<file path="config.mk">
export PLATFORM = sky130hd
export DESIGN_NAME = uart_transmitter
export DESIGN_NICKNAME = d
export VERILOG_FILES = /design/src/rtl/uart_transmitter.sv
export SDC_FILE = /design/constraint.sdc
export NUM_CORES = 1
export LEC_CHECK = 0
export ABC_AREA = 1
export BUFFER_PORTS_ARGS = -buffer_cell sky130_fd_sc_hd__buf_2
export CAP_MARGIN = 10
export CORE_MARGIN = 1
export CORE_UTILIZATION = 56
export CTS_BUF_LIST = sky130_fd_sc_hd__clkbuf_16
export DETAILED_ROUTE_END_ITERATION = 8
export GPL_TIMING_DRIVEN = 0
export PLACE_DENSITY = 0.78
export SYNTH_ARGS = -nofsm -noshare
export SYNTH_HDL_FRONTEND = slang
export SYNTH_SLANG_ARGS = --single-unit
</file>
<file path="constraint.sdc">
create_clock -name clk -period 1.6 [get_ports clk]
set_input_delay 0.08 -clock clk [delete_from_list [all_inputs] [get_ports clk]]
set_output_delay 0.08 -clock clk [all_outputs]
set_load 0.01 [all_outputs]
</file>
<file path="src/rtl/uart_transmitter.sv">
// UART transmitter fed by a first-word-fall-through FIFO: start bit, LSB-first data, optional even parity, 1-2 stop bits.
// Define UART_TX_PARITY_EN to insert an even-parity bit between the data bits and the stop bits.
module uart_transmitter #(
  parameter int DATA_SIZE    = 8,
  parameter int CLKS_PER_BIT = 16,
  parameter int STOP_BITS    = 1
) (
  input  logic                 clk,
  input  logic                 reset,
  input  logic                 fifo_empty,
  input  logic [DATA_SIZE-1:0] fifo_data,
  output logic                 fifo_read,
  output logic                 tx,
  output logic                 tx_busy,
  output logic                 tx_done
);

  localparam int BAUD_W = (CLKS_PER_BIT > 1) ? $clog2(CLKS_PER_BIT) : 1;
  localparam int IDX_W  = (DATA_SIZE > 1) ? $clog2(DATA_SIZE) : 1;
  localparam logic [BAUD_W-1:0] BAUD_LAST = BAUD_W'(CLKS_PER_BIT - 1);
  localparam logic [BAUD_W-1:0] BAUD_PRE  = BAUD_W'(CLKS_PER_BIT - 2);
  localparam logic [IDX_W-1:0]  IDX_LAST  = IDX_W'(DATA_SIZE - 1);
  localparam logic              STOP_LAST = 1'(STOP_BITS - 1);

  typedef enum logic [2:0] {
    IDLE,
    START,
    DATA,
`ifdef UART_TX_PARITY_EN
    PARITY,
`endif
    STOP
  } state_t;

  state_t               r_state;
  logic [BAUD_W-1:0]    r_baud;
  logic [IDX_W-1:0]     r_bit_idx;
  logic                 r_stop_idx;
  logic [DATA_SIZE-1:0] r_shift;
  logic                 r_tx;
  logic                 r_busy;
  logic                 r_done;
  logic                 r_rst_hold;
`ifdef UART_TX_PARITY_EN
  logic                 r_parity;
`endif

  logic w_bit_end;
  logic w_pop;

  assign w_bit_end = (r_baud == BAUD_LAST);
  // The pop must coincide with the latch of the FWFT head word, so it is decoded from the
  // registered state rather than delayed a cycle; r_rst_hold keeps the first post-reset cycle idle.
  assign w_pop = (r_state == IDLE) && !fifo_empty && !r_rst_hold;

  assign fifo_read = w_pop;
  assign tx        = r_tx;
  assign tx_busy   = r_busy;
  assign tx_done   = r_done;

  always_ff @(posedge clk or posedge reset) begin
    if (reset) begin
      r_state    <= IDLE;
      r_baud     <= '0;
      r_bit_idx  <= '0;
      r_stop_idx <= 1'b0;
      r_shift    <= '0;
      r_tx       <= 1'b1;
      r_busy     <= 1'b0;
      r_done     <= 1'b0;
      r_rst_hold <= 1'b1;
`ifdef UART_TX_PARITY_EN
      r_parity   <= 1'b0;
`endif
    end else begin
      r_rst_hold <= 1'b0;
      r_done     <= 1'b0;
      case (r_state)
        IDLE: begin
          r_baud <= '0;
          r_tx   <= 1'b1;
          if (w_pop) begin
            r_shift <= fifo_data;
`ifdef UART_TX_PARITY_EN
            r_parity <= ^fifo_data;
`endif
            r_tx    <= 1'b0;
            r_busy  <= 1'b1;
            r_state <= START;
          end
        end
        START: begin
          if (w_bit_end) begin
            r_baud    <= '0;
            r_bit_idx <= '0;
            r_tx      <= r_shift[0];
            r_state   <= DATA;
          end else begin
            r_baud <= r_baud + 1'b1;
          end
        end
        DATA: begin
          if (w_bit_end) begin
            r_baud <= '0;
            if (r_bit_idx == IDX_LAST) begin
`ifdef UART_TX_PARITY_EN
              r_tx    <= r_parity;
              r_state <= PARITY;
`else
              r_tx       <= 1'b1;
              r_stop_idx <= 1'b0;
              r_state    <= STOP;
`endif
            end else begin
              r_bit_idx <= r_bit_idx + 1'b1;
              r_shift   <= r_shift >> 1;
              r_tx      <= r_shift[1];
            end
          end else begin
            r_baud <= r_baud + 1'b1;
          end
        end
`ifdef UART_TX_PARITY_EN
        PARITY: begin
          if (w_bit_end) begin
            r_baud     <= '0;
            r_tx       <= 1'b1;
            r_stop_idx <= 1'b0;
            r_state    <= STOP;
          end else begin
            r_baud <= r_baud + 1'b1;
          end
        end
`endif
        STOP: begin
          if (w_bit_end) begin
            r_baud <= '0;
            if (r_stop_idx == STOP_LAST) begin
              r_busy  <= 1'b0;
              r_state <= IDLE;
            end else begin
              r_stop_idx <= r_stop_idx + 1'b1;
            end
          end else begin
            r_baud <= r_baud + 1'b1;
            // Registered done lands exactly on the last cycle of the last stop bit.
            if (r_baud == BAUD_PRE && r_stop_idx == STOP_LAST)
              r_done <= 1'b1;
          end
        end
        default: begin
          r_state <= IDLE;
          r_baud  <= '0;
          r_tx    <= 1'b1;
          r_busy  <= 1'b0;
        end
      endcase
    end
  end

endmodule
</file>
==> results of run 1 <==
-- layer usage --
metal | track usage | vias to the layer above | routed length [um] | part of all wire
li1 | - | 500 | - | -
met1 | 0.294 | 428 | 1050 | 0.47
met2 | 0.349 | 18 | 1100 | 0.49
met3 | 0.0377 | 2 | 71 | 0.032
met4 | 0.0722 | 0 | 11 | 0.0049
met5 | 0 | - | 0 | 0
-- cell usage after synthesis --
cell type	instances	area, sq um
nand2_1	58	218
dfrtp_1	19	475
inv_1	10	37.5
ha_1	8	100
nand4_1	8	50.1
nand3_1	7	35.0
nor2_1	7	26.3
o21ai_1	3	15.0
a21oi_1	2	10.0
buf_6	2	22.5
dfstp_2	2	52.6
inv_2	2	7.51
nand3_4	2	35.0
o21ai_0	2	10.0
o21ai_2	2	17.5
buf_4	1	7.51
conb_1	1	3.75
nand2_2	1	6.26
nand2_4	1	11.3
nor3_1	1	5.00
o21ai_4	1	16.3
o31ai_1	1	7.51
xor2_1	1	8.76
-- repair_timing --
action | 4_1_cts | 5_1_grt
hold buffers | 1 | 0
setup endpoints to repair | 0 | 11
resized for setup | 0 | 2
setup buffers | 0 | 3
endpoints found under the hold margin | 13 | 0
-- worst max-delay path: stages, from the launching register on --
cell	delay (ns)
dfrtp_1	0.40
inv_1	0.08
ha_1	0.21
buf_6	0.14
inv_4	0.11
nand2_2	0.08
o21ai_2	0.17
nand2_1	0.09
nand2_1	0.06
nand2_1	0.05
-- through the flow --
stage	area (sq um)	setup slack (ns)	util	power [mW]	hold slack (ns)
after global placement	1280	0.0502	0.654	2.08	0.245
after detailed placement	1280	0.0156	0.654	2.14	0.274
after CTS	1370	0.0101	0.699	2.67	0.103
after global routing	1410	-0.0124	0.719	3.04	0.112
final	1410	0.100	0.719	2.79	0.100
after floorplan	1180	0.215	-	1.86	0.0550
-- cells by family (layout without fill, tap and decap cells) --
family,count (synthesis),count (layout),synth area share
DFF,21,21,0.448
buffers and inverters,15,37,0.0637
adders and majority gates,8,8,0.0849
other,1,1,0.00318
and+or+nand+nor,85,85,0.328
xor gates and xnor gates,1,1,0.00743
AOI/OAI and AO/OA,11,11,0.0648
-- cells in the final DEF (no fill, tap or decap), drive strengths merged --
master       synthesis  layout
dfstp                2       2
nor2                 7       7
o21ai                8       8
o31ai                1       1
dlygate4sd3          0       1
inv                 12      13
nor3                 1       1
xor2                 1       1
ha                   8       8
clkbuf               0       3
conb                 1       1
dfrtp               19      19
nand3                9       9
nand4                8       8
a21oi                2       2
buf                  3      20
nand2               60      60
-- final cells by class --
cell class	count	share of cell area
Buffer	3	0.0213
Tap cell	27	0.0239
Timing Repair Buffer	18	0.0816
Multi-Input combinational cell	106	0.410
Clock buffer	3	0.0532
Sequential cell	21	0.374
Inverter	12	0.0337
Clock inverter	1	0.00266
-- power by group --
part | total (mW) | leakage, nW | switching (mW) | internal (mW)
registers | 0.886 | 0.267 | 0.146 | 0.740
logic | 1.40 | 0.440 | 0.835 | 0.567
clock network | 0.503 | 0.0423 | 0.171 | 0.332
total | 2.79 | 0.749 | 1.15 | 1.64
-- registers in the layout, indices dropped and copies added (netlist names) --
name and flops:
r_shift 8, tx_busy 1, r_baud 4, tx_done 1, tx 1, r_bit_idx 3
r_state 2, r_rst_hold 1
-- path summary, 6_finish.rpt --
kind,from,to,slack (ns),cells after the start
worst max-delay path,r_state[0]$_DFFE_PP0P_,r_state[1]$_DFFE_PP0P_,0.10,9
worst min-delay path,fifo_data[7],r_shift[7]$_DFFE_PP0P_,0.10,3
worst max register to register,r_state[0]$_DFFE_PP0P_,r_state[1]$_DFFE_PP0P_,0.10,9
worst min register to register,r_shift[4]$_DFFE_PP0P_,r_shift[4]$_DFFE_PP0P_,0.47,2
max in group asynchronous,reset,r_baud[3]$_DFF_PP0_,0.59,3
min in group asynchronous,reset,tx_done$_DFF_PP0_,0.52,3
==> flow_summary.json, run 1 <==
{
  "status": "finished, final reports clean",
  "area_delta_synth_final_pct": 19.7,
  "rows": 16,
  "path_class": "flop to flop",
  "powerDensity_nw_per_um2": 1980,
  "n_antenna_cell": 0,
  "fillers": 163,
  "clkLatencyLatePin_ns": 0.25,
  "ctsHtreeMaxLevel": 1,
  "ctsRootBufferMaster": "clkbuf_16",
  "gp_congestion": 0.799,
  "clockBufferDepth": 2,
  "multi_input_area_sq_um": 578,
  "layout.cells.non_filler": 191,
  "drtPass1Iterations": 4,
  "die_h_um": 47.9,
  "antenna_found_initial": 0,
  "seq_area_sq_um": 528,
  "fin_nets": 184,
  "yosysWarnings": 0,
  "end_kind": "flop",
  "ioPinCount": 15,
  "initial_core_util": 0.601,
  "maxSlewHeadroom": 0.478,
  "synth_area_per_cell_sq_um": 8.30,
  "period_share": 0.937,
  "track_usage": 0.217,
  "finalSetupViolCount": 0,
  "start_kind": "flop",
  "finalHoldViolations": 0,
  "drv_cap": 0,
  "crit_arrival_ns": 1.63,
  "via_count": 948,
  "cts_sinks": 21,
  "fin_crit_ns": 1.50,
  "dieArea_sq_um": 2290,
  "port_buffers": 14,
  "yosysSeqAreaShare": 0.448,
  "grt_pass1_wl_um": 3460,
  "synth.distinct_cells": 23,
  "via_per_inst": 4.96,
  "hpwl_um": 1590,
  "place_inst": 183,
  "hold_path_class": "input pin to flop",
  "worst_slew_pin_slew_ns": 0.782,
  "syn_inst": 142,
  "grt_pass1_vias": 815,
  "cts_tree": "yes",
  "routedWlPerCell_um": 11.7,
  "grt_max_degree": 22,
  "wl_um": 2230,
  "syn_area_sq_um": 1180,
  "fmax_mhz": 667,
  "power_leakage_nw": 0.749,
  "drive_gt1_frac": 0.213,
  "cts_buffers": 3,
  "ant_nets": 0,
  "syn_nets": 161,
  "overflow": 0,
  "finalSetupTns_ns": 0,
  "synth-seq-cells": 21,
  "drtIter0Drc": 22,
  "fin_skew_ns": 0.00176,
  "core_sq_um": 1960,
  "die_w_um": 47.9,
  "clk_pin_slew_ns": 0.05,
  "cp_data_required_time_ns": 1.73,
  "final_max_slew_viol_count": 0,
  "crit_fanout": 10,
  "vdd_drop_max_uv": 1300,
  "drc": 0
}
Note: power is estimated with default switching activity, not from simulation.
==> run 2, diff against run 1 <==
--- a/config.mk
+++ b/config.mk
@@ -5,7 +5,6 @@
 export SDC_FILE = /design/constraint.sdc
 export NUM_CORES = 1
 export LEC_CHECK = 0
-export ABC_AREA = 1
 export BUFFER_PORTS_ARGS = -buffer_cell sky130_fd_sc_hd__buf_2
 export CAP_MARGIN = 10
 export CORE_MARGIN = 1
==> flow_summary.json, run 2 <==
{
  "wl_um": 2630,
  "ys.flop_type": "dfrtp_1",
  "synth-seq-cells": 21,
  "yosysSeqAreaShare": 0.453,
  "synth_top_family_by_area": "compound AO/OA/AOI/OAI gates",
  "die_h_um": 47.6,
  "drv_cap": 0,
  "overflow": 0,
  "ctsHtreeMaxLevel": 1,
  "crit_arrival_ns": 1.76,
  "cts_sinks": 21,
  "p_switching_mw": 1.11,
  "cts_tree": "yes",
  "finalHoldViolations": 0,
  "track_usage": 0.261,
  "p_comb_frac": 0.532,
  "path_class": "flop to flop",
  "min_to": "r_shift[7]$_DFFE_PP0P_",
  "holdWs_ns": 0.0585,
  "top_layer": "met4",
  "synth_edf_count": 0,
  "fillers": 130,
  "area_delta_synth_final_pct": 31.3,
  "finalSetupViolCount": 3,
  "core_sq_um": 1960,
  "clk_pin_slew_ns": 0.06,
  "ioPinCount": 15,
  "worst-path-buf-inv": 2,
  "finalCoreUtilization": 0.779,
  "place_inst": 152,
  "p_int_mw": 1.91,
  "route.met3.wl_um": 137,
  "vdd_drop_max_uv": 1360,
  "yosysMostFrequentCell": "dfrtp_1",
  "clockBufferDepth": 2,
  "yosys-top-cells-count": "dfrtp_1, ha_1, inv_1, a2bb2oi_1, o22ai_1",
  "drc": 0,
  "grt_pass1_vias": 940,
  "port_buffers": 14,
  "path_cells": "inv_2 > ha_1 > buf_6 > or4b_4 > o32ai_2 > a211oi_1",
  "setup_ws_ns": -0.0280,
  "antenna_found_initial": 0,
  "fin_nets": 157,
  "cp_data_required_time_ns": 1.73,
  "synth_largest_area_cell": "dfrtp_1",
  "layout.cells.non_filler": 164,
  "hpwl_um": 1650,
  "period_share": 1.02,
  "start_kind": "flop",
  "r2r_cells": 6,
  "ant_nets": 0,
  "final_common_cell": "dfrtp_1",
  "drtPass1Iterations": 4,
  "holdPathStages": 3,
  "wl_met1_um": 1150,
  "drive_gt1_frac": 0.416,
  "synth.distinct_cells": 40,
  "p_clk_frac": 0.170,
  "grt_pass1_wl_um": 4130,
  "clkLatencyLatePin_ns": 0.25,
  "via_per_inst": 6.12,
  "syn_nets": 130,
  "dieArea_sq_um": 2270,
  "layout_common_cells": "dfrtp_1, buf_2, buf_4",
  "ctsRootBufferMaster": "clkbuf_16",
  "fin_skew_ns": 0.00315,
  "via_count": 1004,
  "drtIter0Drc": 32,
  "crit_start": "r_state[1]$_DFFE_PP0P_",
  "rr_endpoint": "r_shift[6]$_DFFE_PP0P_",
  "initial_core_util": 0.594,
  "synthMuxAreaShare": 0.0226,
  "n_antenna_cell": 0,
  "status": "complete, but fails checks",
  "fmax_mhz": 614,
  "min-delay-start": "fifo_data[7]",
  "cts_buffers": 3,
  "synth-simple-area-share": 0.146,
  "largest_reg_flops": 8,
  "grt_max_degree": 22,
  "power_leakage_nw": 0.679,
  "die_w_um": 47.6,
  "syn_area_sq_um": 1160,
  "r2r_slack_ns": -0.03,
  "end_kind": "flop",
  "reg.largest.list": "r_shift x8, r_baud x4, r_bit_idx x3",
  "powerDensity_nw_per_um2": 1980,
  "synthAdderAreaFrac": 0.0859,
  "met2_length_um": 1290,
  "netlist.area_leader.share": 0.408,
  "syn_inst": 111,
  "routedWlPerCell_um": 16.0,
  "hold_path_class": "input pin to flop",
  "cp_slowest_cell": "or4b_4",
  "critPathMaxStageDelay_ns": 0.50,
  "final_max_slew_viol_count": 0,
  "fin_crit_ns": 1.63,
  "rr_startpoint": "r_state[1]$_DFFE_PP0P_",
  "gp_congestion": 0.814,
  "cp_top_family": "simple AND/OR/NAND/NOR gates",
  "synth_area_leaders": "dfrtp_1, ha_1, dfstp_2",
  "largest_register": "r_shift",
  "worst_slew_pin_slew_ns": 0.782,
  "yosysWarnings": 0,
  "crit_fanout": 5,
  "async_reset_ff_frac": 1.00,
  "maxSlewHeadroom": 0.478,
  "swShare": 0.367,
  "rsz0062_at_grt": "yes",
  "rows": 16,
  "synth_area_per_cell_sq_um": 10.5,
  "synth_compound_gate_area_share": 0.219,
  "power.share.sequential": 0.298,
  "violations": "setup timing",
  "synth_xor_xnor_area_share": 0.00752
}
[run 2: changes by cell type after synthesis, moves of 4 or more]
cell / before / now
a2bb2oi_1: 0 / 5
buf_2: 0 / 4
nand2_1: 58 / 4
nand3_1: 7 / 2
nand4_1: 8 / 2
o22ai_1: 0 / 5
[run 2: kinds of logic after synthesis]
group,Yosys count
AOI/OAI and AO/OA,35
buffers and inverters,14
DFF,21
muxes,2
xor gates and xnor gates,1
and+or+nand+nor,29
adders and majority gates,8
other,1
[run 2: power groups by stage]
stage,sequential [mW],clock [mW],combinational [mW]
after detailed placement,0.908,0,1.25
after global placement,0.890,0,1.21
after global routing,0.921,0.547,1.74
after CTS,0.889,0.521,1.51
after floorplan,0.880,0,1.00
final,0.900,0.515,1.61
[run 2: worst max-delay path by stage]
| stage | end | slack (ns) | cells after the start |
|---|---|---|---|
| 6_report | r_shift[6]$_DFFE_PP0P_ | -0.03 | 6 |
| 5_1_grt | r_state[1]$_DFFE_PP0P_ | -0.07 | 5 |
| 4_1_cts | r_shift[2]$_DFFE_PP0P_ | -0.03 | 4 |
| 3_5_place_dp | r_shift[0]$_DFFE_PP0P_ | -0.12 | 7 |
| 3_3_place_gp | r_state[1]$_DFFE_PP0P_ | -0.07 | 5 |
| 2_1_floorplan | r_state[1]$_DFFE_PP0P_ | -0.006 | 5 |
[run 2: per-stage QoR]
| stage | cell area, sq um | TNS, ns | setup WS (ns) | power [mW] |
|---|---|---|---|---|
| CTS | 1490 | -0.0696 | -0.0293 | 2.92 |
| global placement | 1300 | -0.409 | -0.0738 | 2.10 |
| global route | 1530 | -0.284 | -0.0682 | 3.21 |
| finish | 1530 | -0.0554 | -0.0280 | 3.02 |
| floorplan | 1200 | -0.00626 | -0.00626 | 1.88 |
| detailed placement | 1300 | -0.940 | -0.125 | 2.16 |
[run 2: layout make-up]
type | instances | area (sq um) | share of cell area
sequential | 21 | 528 | 0.345
timing repair buffer | 25 | 155 | 0.101
buffer | 3 | 33.8 | 0.0221
inverter | 8 | 33.8 | 0.0221
clock inverter | 1 | 5.00 | 0.00327
clock buffer | 3 | 75.1 | 0.0491
multi-input combinational | 76 | 664 | 0.435
tap | 27 | 33.8 | 0.0221
[run 2: tightest hold or removal path: stages]
cell and delay (ns):
buf_2 0.09, inv_1 0.04, o22ai_1 0.05
[run 2: layer usage]
metal  vias up  track usage
met4         0        0.111
met2        44        0.419
li1        472            -
met1       479        0.350
met5         -            0
met3         9       0.0453
[run 2: repair_timing]
item | CTS | global route
endpoints found under the hold margin | 19 | 0
pin swaps | 3 | 1
gates resized for setup | 14 | 5
setup buffers | 8 | 2
hold buffers | 1 | 0
endpoints found under the setup margin | 11 | 13
==> run 3, diff against run 2 <==
--- a/config.mk
+++ b/config.mk
@@ -7,12 +7,14 @@
 export LEC_CHECK = 0
 export BUFFER_PORTS_ARGS = -buffer_cell sky130_fd_sc_hd__buf_2
 export CAP_MARGIN = 10
+export CELL_PAD_IN_SITES_DETAIL_PLACEMENT = 0
+export CELL_PAD_IN_SITES_GLOBAL_PLACEMENT = 1
 export CORE_MARGIN = 1
-export CORE_UTILIZATION = 56
+export CORE_UTILIZATION = 44
 export CTS_BUF_LIST = sky130_fd_sc_hd__clkbuf_16
 export DETAILED_ROUTE_END_ITERATION = 8
 export GPL_TIMING_DRIVEN = 0
-export PLACE_DENSITY = 0.78
+export PLACE_DENSITY_LB_ADDON = 0.1
 export SYNTH_ARGS = -nofsm -noshare
 export SYNTH_HDL_FRONTEND = slang
 export SYNTH_SLANG_ARGS = --single-unit
==> flow_summary.json, run 3 (same netlist as run 2, synthesis figures left out) <==
{
  "power_leakage_nw": 0.675,
  "n_antenna_cell": 0,
  "grt_pass1_wl_um": 4130,
  "area_delta_synth_final_pct": 33.7,
  "clockBufferDepth": 2,
  "period_share": 1.04,
  "ioPinCount": 15,
  "wl_um": 2480,
  "powerDensity_nw_per_um2": 1980,
  "finalSetupViolCount": 1,
  "holdPathStages": 3,
  "worst_slew_pin_slew_ns": 0.786,
  "layout_common_cells": "dfrtp_1, buf_2, buf_4",
  "finalCoreUtilization": 0.623,
  "largest_reg_flops": 8,
  "fin_skew_ns": 0.00731,
  "rows": 18,
  "ant_nets": 0,
  "min_to": "r_shift[7]$_DFFE_PP0P_",
  "fmax_mhz": 603,
  "fin_nets": 156,
  "fin_crit_ns": 1.66,
  "ctsHtreeMaxLevel": 1,
  "grt_pass1_vias": 888,
  "via_per_inst": 5.69,
  "end_kind": "flop",
  "antenna_found_initial": 0,
  "holdWs_ns": 0.0663,
  "hold_path_class": "input pin to flop",
  "ctsRootBufferMaster": "clkbuf_16",
  "path_cells": "ha_2 > ha_4 > and4_1 > o31a_1 > mux2_4",
  "maxSlewHeadroom": 0.476,
  "drtIter0Drc": 13,
  "drive_gt1_frac": 0.456,
  "clkLatencyLatePin_ns": 0.25,
  "reg.largest.list": "r_shift x8, r_baud x4, r_bit_idx x3",
  "track_usage": 0.209,
  "min-delay-start": "fifo_data[7]",
  "pre_cts_ws_ns": -0.110,
  "cts_tree": "yes",
  "die_h_um": 53.5,
  "cts_sinks": 21,
  "hpwl_um": 1660,
  "gp_congestion": 0.813,
  "die_w_um": 53.5,
  "setup_ws_ns": -0.0592,
  "dieArea_sq_um": 2860,
  "power.total_mw": 3.09,
  "drv_cap": 0,
  "clk_pin_slew_ns": 0.06,
  "violations": "setup timing",
  "crit_arrival_ns": 1.79,
  "via_count": 945,
  "cp_slowest_cell": "dfrtp_1",
  "core_sq_um": 2500,
  "initial_core_util": 0.466,
  "critPathMaxStageDelay_ns": 0.40,
  "rr_startpoint": "r_bit_idx[1]$_DFFE_PP0P_",
  "final_max_slew_viol_count": 0,
  "status": "complete, but fails checks",
  "path_class": "flop to flop",
  "largest_register": "r_shift",
  "cts_buffers": 3,
  "rsz0062_at_grt": "yes",
  "start_kind": "flop",
  "grt_max_degree": 22,
  "finalHoldViolations": 0,
  "r2r_cells": 5,
  "rr_endpoint": "r_state[1]$_DFFE_PP0P_",
  "crit_fanout": 9,
  "port_buffers": 14,
  "r2r_slack_ns": -0.06,
  "vdd_drop_max_uv": 1330,
  "overflow": 0,
  "drc": 0,
  "drtPass1Iterations": 4,
  "cp_data_required_time_ns": 1.73,
  "final_common_cell": "dfrtp_1",
  "routedWlPerCell_um": 15.0
}
-- run 3: changes by cell type in the layout (fill, tap and decap cells not counted), sizes merged --
cell,previous run,this run
buf,27,26
-- run 3: what timing repair did --
item	in CTS	in global routing
pin swaps	5	10
buffers inserted	8	1
resized for setup	16	11
endpoints found under the hold margin	10	0
setup endpoints to repair	11	5
hold buffers	1	0
-- run 3: where the power goes --
part | internal, mW | switching, mW
registers | 0.744 | 0.155
logic | 0.902 | 0.763
clock network | 0.335 | 0.191
total | 1.98 | 1.11
-- run 3: area by class of cell --
type,count,area (sq um)
plain buffers,3,33.8
clock buffers,3,75.1
clock inverters,1,5.00
fillers,202,942
inverters,8,33.8
multi-input cells,76,693
flip-flops and latches,21,528
well taps,30,37.5
repair buffers,24,151
-- run 3: routing by layer --
layer | GRT usage | vias to the layer above | part of all wire
met5 | 0 | - | 0
met4 | 0.0482 | 0 | 0.010
met3 | 0.0632 | 4 | 0.046
met2 | 0.329 | 20 | 0.49
met1 | 0.276 | 454 | 0.46
li1 | - | 467 | -
-- run 3: metrics by stage --
stage               cells  area, sq um  setup TNS, ns
floorplan             111         1200       -0.00626
global placement      155         1310         -0.631
detailed placement    155         1310         -0.893
CTS                   166         1500        -0.0514
global route          166         1560         -0.286
finish                166         1560        -0.0592
-- run 3: how the worst max path moves through the flow --
stage	to	start	slack (ns)
global placement	r_state[1]$_DFFE_PP0P_	r_state[0]$_DFFE_PP0P_	-0.08
floorplan	r_state[1]$_DFFE_PP0P_	r_bit_idx[1]$_DFFE_PP0P_	-0.006
detailed placement	r_state[1]$_DFFE_PP0P_	r_state[1]$_DFFE_PP0P_	-0.11
finish	r_state[1]$_DFFE_PP0P_	r_bit_idx[1]$_DFFE_PP0P_	-0.06
global route	r_state[1]$_DFFE_PP0P_	r_baud[0]$_DFF_PP0_	-0.12
CTS	r_state[1]$_DFFE_PP0P_	r_bit_idx[1]$_DFFE_PP0P_	-0.05
-- run 3: worst max-delay path, delay by kind of cell (launching register included) --
| family | cells | cell delay, ns |
|---|---|---|
| AOI/OAI and AO/OA | 1 | 0.27 |
| adders and majority gates | 2 | 0.40 |
| DFF | 1 | 0.40 |
| muxes | 1 | 0.31 |
| and+or+nand+nor | 1 | 0.16 |
